<file path="src/rtl/result_collector_pkg.sv">
// Shared Mandelbrot result-path constants: frame geometry defaults,
// result bus layout and the collector FSM state type.
package result_collector_pkg;

    localparam int NUM_ENGINES_DEF = 16;
    localparam int H_RES_DEF       = 640;
    localparam int V_RES_DEF       = 480;
    localparam int FB_ADDR_W_DEF   = 19;

    // Result bus layout: [26:17] x, [16:8] y, [7:0] iteration count
    localparam int RESULT_W = 27;
    localparam int X_W      = 10;
    localparam int Y_W      = 9;
    localparam int ITER_W   = 8;
    localparam int X_LSB    = 17;
    localparam int Y_LSB    = 8;
    localparam int ITER_LSB = 0;

    typedef struct packed {
        logic [X_W-1:0]    x;
        logic [Y_W-1:0]    y;
        logic [ITER_W-1:0] iter;
    } result_t;

    typedef enum logic [2:0] {
        ST_IDLE    = 3'd0,
        ST_ACK     = 3'd1,
        ST_CAPTURE = 3'd2,
        ST_WRITE   = 3'd3,
        ST_RELEASE = 3'd4
    } rc_state_t;

endpackage

</file>
<file path="src/rtl/result_collector_rr_arbiter.sv">
// Combinational round-robin pick: first requester at or above the pointer,
// wrapping modulo NUM_ENGINES.
module rr_arbiter
    import result_collector_pkg::*;
#(
    parameter int NUM_ENGINES = NUM_ENGINES_DEF,
    parameter int IDX_W       = $clog2(NUM_ENGINES)
) (
    input  logic [IDX_W-1:0]       i_ptr,
    input  logic [NUM_ENGINES-1:0] i_req,
    output logic [IDX_W-1:0]       o_idx,
    output logic                   o_valid
);

    logic [IDX_W:0]   w_sum;
    logic [IDX_W-1:0] w_cand;

    // Scan candidates ptr, ptr+1, ... (mod N) and keep the first requester
    always_comb begin
        o_valid = 1'b0;
        o_idx   = '0;
        w_sum   = '0;
        w_cand  = '0;
        for (int k = 0; k < NUM_ENGINES; k++) begin
            w_sum = {1'b0, i_ptr} + (IDX_W+1)'(k);
            if (w_sum >= (IDX_W+1)'(NUM_ENGINES)) begin
                w_sum = w_sum - (IDX_W+1)'(NUM_ENGINES);
            end
            w_cand = w_sum[IDX_W-1:0];
            if (!o_valid && i_req[w_cand]) begin
                o_valid = 1'b1;
                o_idx   = w_cand;
            end
        end
    end

endmodule

</file>
<file path="src/rtl/result_collector.sv">
// Result collector: round-robin service of engines on the shared result bus,
// frame-buffer write of each in-range pixel, per-frame pixel accounting.
module result_collector
    import result_collector_pkg::*;
#(
    parameter int NUM_ENGINES = NUM_ENGINES_DEF,
    parameter int H_RES       = H_RES_DEF,
    parameter int V_RES       = V_RES_DEF,
    parameter int FB_ADDR_W   = FB_ADDR_W_DEF
) (
    input  logic                   Engine_CLK,
    input  logic                   eRST,
    input  logic [NUM_ENGINES-1:0] service_req,
    output logic [NUM_ENGINES-1:0] req_ack,
    input  logic [RESULT_W-1:0]    result_bus,
    input  logic                   frame_start,
    output logic                   fb_we,
    output logic [FB_ADDR_W-1:0]   fb_addr,
    output logic [ITER_W-1:0]      fb_data,
    output logic [FB_ADDR_W-1:0]   pixel_count,
    output logic                   frame_done,
    output logic                   range_err,
    output logic                   busy
);

    localparam int IDX_W = $clog2(NUM_ENGINES);
    localparam logic [FB_ADDR_W-1:0] PIX_TOTAL = FB_ADDR_W'(H_RES * V_RES);

    rc_state_t r_state;
    rc_state_t w_next_state;

    logic [IDX_W-1:0]     r_ptr;
    logic [IDX_W-1:0]     r_gnt;
    logic                 r_in_range;
    logic [FB_ADDR_W-1:0] r_fb_addr;
    logic [ITER_W-1:0]    r_fb_data;
    logic [FB_ADDR_W-1:0] r_pix;
    logic                 r_done;
    logic                 r_err;

    logic [IDX_W-1:0]     w_arb_idx;
    logic                 w_arb_valid;
    logic                 w_ack_en;
    logic                 w_we;
    logic                 w_busy;
    result_t              w_res;
    logic [FB_ADDR_W-1:0] w_addr;
    logic                 w_in_range;

    rr_arbiter #(
        .NUM_ENGINES (NUM_ENGINES),
        .IDX_W       (IDX_W)
    ) u_arb (
        .i_ptr   (r_ptr),
        .i_req   (service_req),
        .o_idx   (w_arb_idx),
        .o_valid (w_arb_valid)
    );

    assign w_res      = result_t'(result_bus);
    // Constant multiply reduces to shift-add; result is registered in CAPTURE
    assign w_addr     = FB_ADDR_W'(w_res.y) * FB_ADDR_W'(H_RES) + FB_ADDR_W'(w_res.x);
    assign w_in_range = (32'(w_res.x) < 32'(H_RES)) && (32'(w_res.y) < 32'(V_RES));

    // State register; async reset drops the grant and write strobe at once
    always_ff @(posedge Engine_CLK or posedge eRST) begin
        if (eRST) begin
            r_state <= ST_IDLE;
        end else begin
            r_state <= w_next_state;
        end
    end

    // Next-state and per-state strobes
    always_comb begin
        w_next_state = ST_IDLE;
        w_ack_en     = 1'b0;
        w_we         = 1'b0;
        w_busy       = 1'b1;
        case (r_state)
            ST_IDLE: begin
                w_busy       = 1'b0;
                w_next_state = w_arb_valid ? ST_ACK : ST_IDLE;
            end
            ST_ACK: begin
                w_ack_en     = 1'b1;
                w_next_state = ST_CAPTURE;
            end
            ST_CAPTURE: begin
                w_ack_en     = 1'b1;
                w_next_state = ST_WRITE;
            end
            ST_WRITE: begin
                w_we         = r_in_range;
                w_next_state = ST_RELEASE;
            end
            ST_RELEASE: begin
                w_next_state = service_req[r_gnt] ? ST_RELEASE : ST_IDLE;
            end
            default: begin
                w_next_state = ST_IDLE;
            end
        endcase
    end

    // One-hot grant decoded from the registered winner, only in ACK/CAPTURE
    always_comb begin
        req_ack = '0;
        if (w_ack_en) begin
            req_ack[r_gnt] = 1'b1;
        end
    end

    // Grant, pointer and captured pixel; fb_addr/fb_data only move on an in-range capture
    always_ff @(posedge Engine_CLK or posedge eRST) begin
        if (eRST) begin
            r_ptr      <= '0;
            r_gnt      <= '0;
            r_in_range <= 1'b0;
            r_fb_addr  <= '0;
            r_fb_data  <= '0;
        end else begin
            if (r_state == ST_IDLE && w_arb_valid) begin
                r_gnt <= w_arb_idx;
            end
            if (r_state == ST_CAPTURE) begin
                r_in_range <= w_in_range;
                if (w_in_range) begin
                    r_fb_addr <= w_addr;
                    r_fb_data <= w_res.iter;
                end
            end
            if (r_state == ST_RELEASE && !service_req[r_gnt]) begin
                r_ptr <= (r_gnt == IDX_W'(NUM_ENGINES - 1)) ? '0 : r_gnt + 1'b1;
            end
        end
    end

    // Frame accounting; frame_start overrides flags but a coincident write still counts
    always_ff @(posedge Engine_CLK or posedge eRST) begin
        if (eRST) begin
            r_pix  <= '0;
            r_done <= 1'b0;
            r_err  <= 1'b0;
        end else if (frame_start) begin
            r_pix  <= w_we ? FB_ADDR_W'(1) : '0;
            r_done <= 1'b0;
            r_err  <= 1'b0;
        end else if (w_we) begin
            if (r_pix < PIX_TOTAL) begin
                r_pix <= r_pix + FB_ADDR_W'(1);
                if (r_pix == PIX_TOTAL - FB_ADDR_W'(1)) begin
                    r_done <= 1'b1;
                end
            end
        end else if (r_state == ST_WRITE && !r_in_range) begin
            r_err <= 1'b1;
        end
    end

    assign fb_we       = w_we;
    assign fb_addr     = r_fb_addr;
    assign fb_data     = r_fb_data;
    assign pixel_count = r_pix;
    assign frame_done  = r_done;
    assign range_err   = r_err;
    assign busy        = w_busy;

endmodule

</file>
<file path="config.mk">
export PLATFORM = sky130hd
export DESIGN_NAME = result_collector
export DESIGN_NICKNAME = d
export VERILOG_FILES = /design/src/rtl/result_collector_pkg.sv /design/src/rtl/result_collector_rr_arbiter.sv /design/src/rtl/result_collector.sv
export SDC_FILE = /design/constraint.sdc
export NUM_CORES = 1
export LEC_CHECK = 0
export CAP_MARGIN = 20
export CORE_ASPECT_RATIO = 0.7
export CORE_UTILIZATION = 48
export DETAILED_ROUTE_END_ITERATION = 8
export PLACE_DENSITY = 0.86
export SYNTH_ARGS = -nofsm -noshare
export SYNTH_HDL_FRONTEND = slang
export SYNTH_SLANG_ARGS = --single-unit
</file>
<file path="constraint.sdc">
create_clock -name Engine_CLK -period 4.5 [get_ports Engine_CLK]
set_input_delay 0.9 -clock Engine_CLK [delete_from_list [all_inputs] [get_ports Engine_CLK]]
set_output_delay 0.9 -clock Engine_CLK [all_outputs]
set_load 0.01 [all_outputs]
</file>
==> Yosys cells after proc, flatten, opt, wreduce, memory -nomap -nowiden <==
Cells that the tools add are included.
{ "totals": {"register_bits": 60, "in_bits": 46, "out_inout_bits": 66, "word_cells": 238} }
{ "op_classes": {"add_sub_neg": 34, "multipliers": 1, "magnitude_cmp": 37, "n_eq_ne": 7, "muxes": 103, "reduce_logical": 47} }
{ "ops": {"columns": ["op", "n"], "rows": [
  ["4-bit 2-to-1 mux", 33],
  ["4-bit by 5-bit < comparator with 1-bit output, second input constant", 17],
  ["5-bit greater-or-equal comparator, second input constant", 15],
  ["1-bit binary-select mux with 4-bit select", 17],
  ["4-bit by 1-bit subtractor with 4-bit output, second input constant", 16],
  ["19-bit 2-to-1 mux", 3],
  ["1-bit 2-to-1 mux", 46],
  ["4-bit by 4-bit adder with 5-bit output, second input constant", 8],
  ["4-bit by 3-bit adder with 5-bit output, second input constant", 4],
  ["1-bit logical AND", 20],
  ["19-bit by 1-bit adder with 19-bit output, second input constant", 1],
  ["19-bit by 10-bit adder with 19-bit output", 1],
  ["19-bit equality test, second input constant", 1],
  ["19-bit < comparator, second input constant", 1],
  ["1-bit logical NOT", 17],
  ["16-bit 2-to-1 mux", 1],
  ["3-bit one-hot mux with 5 select lines", 1],
  ["9-bit by 3-bit multiplier with 12-bit output, second input constant", 1],
  ["4-bit by 2-bit adder with 5-bit output, second input constant", 2],
  ["10-bit < comparator, second input constant", 1],
  ["9-bit < comparator, second input constant", 1],
  ["2-bit nonzero test", 4],
  ["3-bit by 2-bit equality test with 1-bit output, second input constant", 2],
  ["2-bit AND reduction", 3],
  ["13 further kinds", 13]
]} }

==> Depth between registers and ports, before layout <==
Gate-level depths: netlist of run 1.
{ "depth": {"word_depth": 52, "depth_mapped": 16, "depth_no_buf": 13} }

==> By module <==
Synthesis of run 1 repeated with hierarchy kept, for this count alone.
{ "unflattened": {"hier_cells": 619, "hier_area_um2": 5939.4} }
{ "by_module_without_submodules": {"columns": ["mod", "n_inst", "cells_per_inst", "area_each_um2", "seq_area_each_um2"], "rows": [
  ["result_collector", 1, 339, 3467.1, 1501.4],
  ["rr_arbiter", 1, 280, 2472.4, 0.0]
]} }

==> Least setup slack after synthesis of run 1 <==
No wires, ideal clock.
{ "synth_path": {"path_type": "reg-to-reg", "start": "reg r_ptr[1]", "end": "reg r_gnt[3]", "setup_time_ns": 0.121, "arrival_ns": 4.161, "required_ns": 4.379, "path_slack_ns": 0.217, "path_stages_with_launch": 16, "n_path_buf": 4, "period_less_slack_ns": 4.283, "path_cell_list": "dfrtp_1 -> buf_6 -> buf_4 -> clkbuf_1 -> inv_1 -> ha_1 -> buf_2 -> mux4_2 -> mux2_2 -> mux2i_2 -> and4_4 -> nand2_2 -> or4_1 -> o311a_1 -> o31a_1 -> o22a_1"} }
{ "synth_between": {"elab_chain_len": 51, "elab_cells_between_ends": 158, "classes_between": "add/sub (31); order compare (16); mux (80); reduce/logical (31)"} }
{ "synth_lines": {"columns": ["element", "line", "text"], "rows": [
  ["start, declared", "result_collector.sv:32", "logic [IDX_W-1:0] r_ptr;"],
  ["start signal, assigned", "result_collector.sv:134", "r_ptr <= (r_gnt == IDX_W'(NUM_ENGINES - 1)) ? '0 : r_gnt + 1'b1;"],
  ["parallel branches: the longest is 51 deep, another holds 4-bit by 1-bit adder with 5-bit output", null, null],
  ["end signal, assigned", "result_collector.sv:124", "r_gnt <= w_arb_idx;"],
  ["end, declared", "result_collector.sv:33", "logic [IDX_W-1:0] r_gnt;"]
]} }
Parallel ways; which one is timed is not known. The select of a mux whose other input is x is not followed.
A chain may end at the register's enable or synchronous reset.

==> Worst setup path after layout of run 1 <==
Same ends and word-level chain as after synthesis.

==> reports/results.tsv, run 1 <==
stage	metric	value	unit
power_and_ir_drop	power_density	873	mW/mm2
clocking	clockBufferDepth	2	
global_route	gr-usage-all-layers	29.7	%
logic_synthesis	syn_avg_cell_area	9.47	um2
routing	drc_errors	0	
logic_synthesis	synth_cell_types	73	
place	place_congestion	0.997	
sta	setup_violations	0	
clocking	ctsResizeCount	0	
routing	wl_per_cell	20.8	um
sta	hold_ws	0.492	ns
global_route	gr-total-overflow	0	
sta	hold_viol	0	
floorplan	die_w	132	um
clocking	clk_pin_slew	0.05	ns
floorplan	ioPinCount	112	
clocking	cts_buffers	9	
setup_path	crit_arrival	4.35	ns
routing	ant_nets	0	
power_and_ir_drop	peakVddDrop	0.858	mV
setup_path	reg2reg_slack	0.36	ns
run_status	outcome	finished clean	
logic_synthesis	ys_ff_latch	60	
floorplan	initial_core_util	50.4	%
floorplan	core-area	0.0113	mm2
cells_and_area	layout.nets	787	
global_route	grt_max_degree	46	
logic_synthesis	synth_flop_cell	dfrtp_1	
setup_path	crit_fanout	12	
sta	max_freq	0.242	GHz
global_route	first_global_vias	5389	
logic_synthesis	synth_fp_nets	678	
clocking	cts_max_level	3	
cells_and_area	layout-drive-gt1-share	15.5	%
global_route	grt_pass1_wl	28600	um
run	maxCapViolations	0	
floorplan	die_area	0.0123	mm2
cells_and_area	syn2layout_area_growth	28.1	%
sta	finalSetupTns	0	ns
logic_synthesis	ys_warn_count	0	
clocking	cts_sinks	60	
place	place_hpwl	13600	um
logic_synthesis	synth_top_area_share	26.4	%
clocking	clock_latency	0.32	ns
global_route	antenna_found_initial	0	
sta	finalClockSkew	0.00367	ns
clocking	cts_tree	yes	
hold_path	hold_path.class	flip-flop to flip-flop	
logic_synthesis	syn_inst	601	
routing	drtIter0Drc	484	
routing	wl	18100	um
setup_path	cp-end-kind	flip-flop	
clocking	holdBufCountCts	0	
sta	fin_crit_sh	92.0	%
sta	drv_slew	0	
logic_synthesis	yosys-top-cells-count	66 x nor2_1, 60 x dfrtp_1, 59 x nand2_1, 33 x mux2_2, 33 x mux4_2	
logic_synthesis	synth.most_common_cell	nor2_1	
setup_path	required	4.71	ns
floorplan	fp.dieH	93.1	um
sta	worst_pin_slew	0.922	ns
logic_synthesis	synth-seq-area-share	26.4	%
power_and_ir_drop	leakage	2.96	nW
sta	min_period	4.14	ns
logic_synthesis	synth_top_area_cell	dfrtp_1	
place	portBuffers	111	
clocking	cts_root_buf	clkbuf_16	
logic_synthesis	syn_area	0.00569	mm2
routing	drtPass1Iterations	6	
cells_and_area	diodes	0	
logic_synthesis	ys_top_cells_by_area	dfrtp_1 26%, mux4_2 13%, mux2_2 6.5%, ha_1 6.4%, nor2_1 4.4%	
clocking	postCtsSetupBuffers	0	
logic_synthesis	synth-edff-count	0	
routing	vias_per_cell	6.27	
sta	rsz0062_at_grt	false	
routing	via_count	5439	
setup_path	worstSetupStartpointType	flip-flop	
floorplan	num_rows	32	
sta	slew_headroom	38.4	%
setup_path	crit_type	flip-flop to flip-flop	
logic_synthesis	synthArstFlopShare	100	%
[per-stage QoR]
stage	utilization, %	total power [W]	instances	area [um2]	setup slack [ns]
detailed placement	61.7	0.00540	852	6960	0.293
CTS	64.6	0.00620	867	7290	0.478
global route	64.6	0.00668	867	7290	0.164
floorplan	-	0.00407	601	5690	0.217
finish	64.6	0.00636	867	7290	0.360
global placement	61.7	0.00534	852	6960	0.298
[layout by cell type (no fill, tap or decap), types with 3 or more instances in the layout]
| cell type | Yosys | layout |
|---|---|---|
| a211oi_1 | 5 | 5 |
| a21o_1 | 4 | 4 |
| a21oi_1 | 25 | 25 |
| a22o_1 | 3 | 3 |
| a22oi_1 | 3 | 3 |
| a31oi_1 | 4 | 4 |
| and3_1 | 4 | 4 |
| and3b_1 | 3 | 3 |
| buf_4 | 3 | 14 |
| clkbuf_16 | 0 | 9 |
| clkdlybuf4s50_1 | 0 | 111 |
| dfrtp_1 | 60 | 60 |
| ha_1 | 29 | 29 |
| inv_1 | 32 | 31 |
| mux2_2 | 33 | 33 |
| mux2i_1 | 18 | 18 |
| mux4_2 | 33 | 33 |
| nand2_1 | 59 | 59 |
| nand2b_1 | 3 | 3 |
| nand3_1 | 14 | 14 |
| nand4_1 | 11 | 11 |
| nor2_1 | 66 | 66 |
| nor2b_1 | 8 | 8 |
| nor3_1 | 11 | 11 |
| o211ai_1 | 4 | 4 |
| o21ai_0 | 28 | 28 |
| o21bai_1 | 3 | 3 |
| o22ai_1 | 5 | 5 |
| o31ai_1 | 4 | 4 |
| or2_2 | 4 | 4 |
| xnor2_1 | 24 | 24 |
| xor2_1 | 21 | 21 |
[cell families (layout without fill, tap and decap cells)]
group	count (synthesis)	in the layout	share of synthesized area, %
AO/OA/AOI/OAI	118	118	13.9
XOR/XNOR	45	45	6.92
adder cells (fa/ha/maj)	31	31	7.08
buffers and inverters	59	172	4.48
flip-flops	60	60	26.4
multiplexers	90	90	24.8
AND/OR/NAND/NOR	198	198	16.5
[flip-flops by register name, summed over array words and instances, names as in the netlist]
signal and count:
frame_done 1, r_state 3, r_in_range 1, r_gnt 4, r_ptr 4, range_err 1, fb_data 8, fb_addr 19
pixel_count 19
[power by group]
part,switching (W),internal [W],total (W),leakage (nW)
clock,0.000235,0.000510,0.000745,0.158
combinational,0.00268,0.00201,0.00469,2.04
sequential,0.000202,0.000724,0.000926,0.762
[worst paths after layout]
kind,to,cells past startpoint,start
worst max-delay path,r_gnt[3]$_DFFE_PP0P_,11,r_ptr[1]$_DFFE_PP0P_
worst min-delay path,fb_addr[15]$_DFFE_PP0P_,2,fb_addr[15]$_DFFE_PP0P_
worst max register to register,r_gnt[3]$_DFFE_PP0P_,11,r_ptr[1]$_DFFE_PP0P_
worst min register to register,fb_addr[15]$_DFFE_PP0P_,2,fb_addr[15]$_DFFE_PP0P_
max in group asynchronous,fb_addr[18]$_DFFE_PP0P_,3,eRST
min in group asynchronous,r_ptr[1]$_DFFE_PP0P_,2,eRST
[cell type report]
cell class / count / area [um2]
clock buffer: 11 / 253
clock inverter: 4 / 72.6
fill: 877 / 4000
inverter: 32 / 120
multi-input combinational: 482 / 3940
sequential: 60 / 1500
tap: 153 / 191
timing repair buffer: 125 / 1220
[per-layer routing]
metal / track usage [%] / share of wire [%]
met3: 10.6 / 12
met4: 8.53 / 2.5
met5: 0 / 0
met2: 46.3 / 45
met1: 38.9 / 41
[worst max-delay path, stage by stage (launching register included)]
cell and delay [ns]:
dfrtp_1 0.33, inv_1 0.16, ha_1 0.74, mux4_2 0.63
mux2i_1 0.32, mux2_2 0.32, nand4_1 0.26, nor2_1 0.31
a32oi_1 0.10, o311a_1 0.38, o31a_1 0.28, o22a_1 0.17
Note: power is estimated with default switching activity, not from simulation.
==> run 2, diff against run 1 <==
--- a/config.mk
+++ b/config.mk
@@ -5,6 +5,7 @@
 export SDC_FILE = /design/constraint.sdc
 export NUM_CORES = 1
 export LEC_CHECK = 0
+export ABC_CLOCK_PERIOD_IN_PS = 4500
 export CAP_MARGIN = 20
 export CORE_ASPECT_RATIO = 0.7
 export CORE_UTILIZATION = 48
==> results of run 2 <==
Final layout, timing and power as in run 1 (identical DEF).
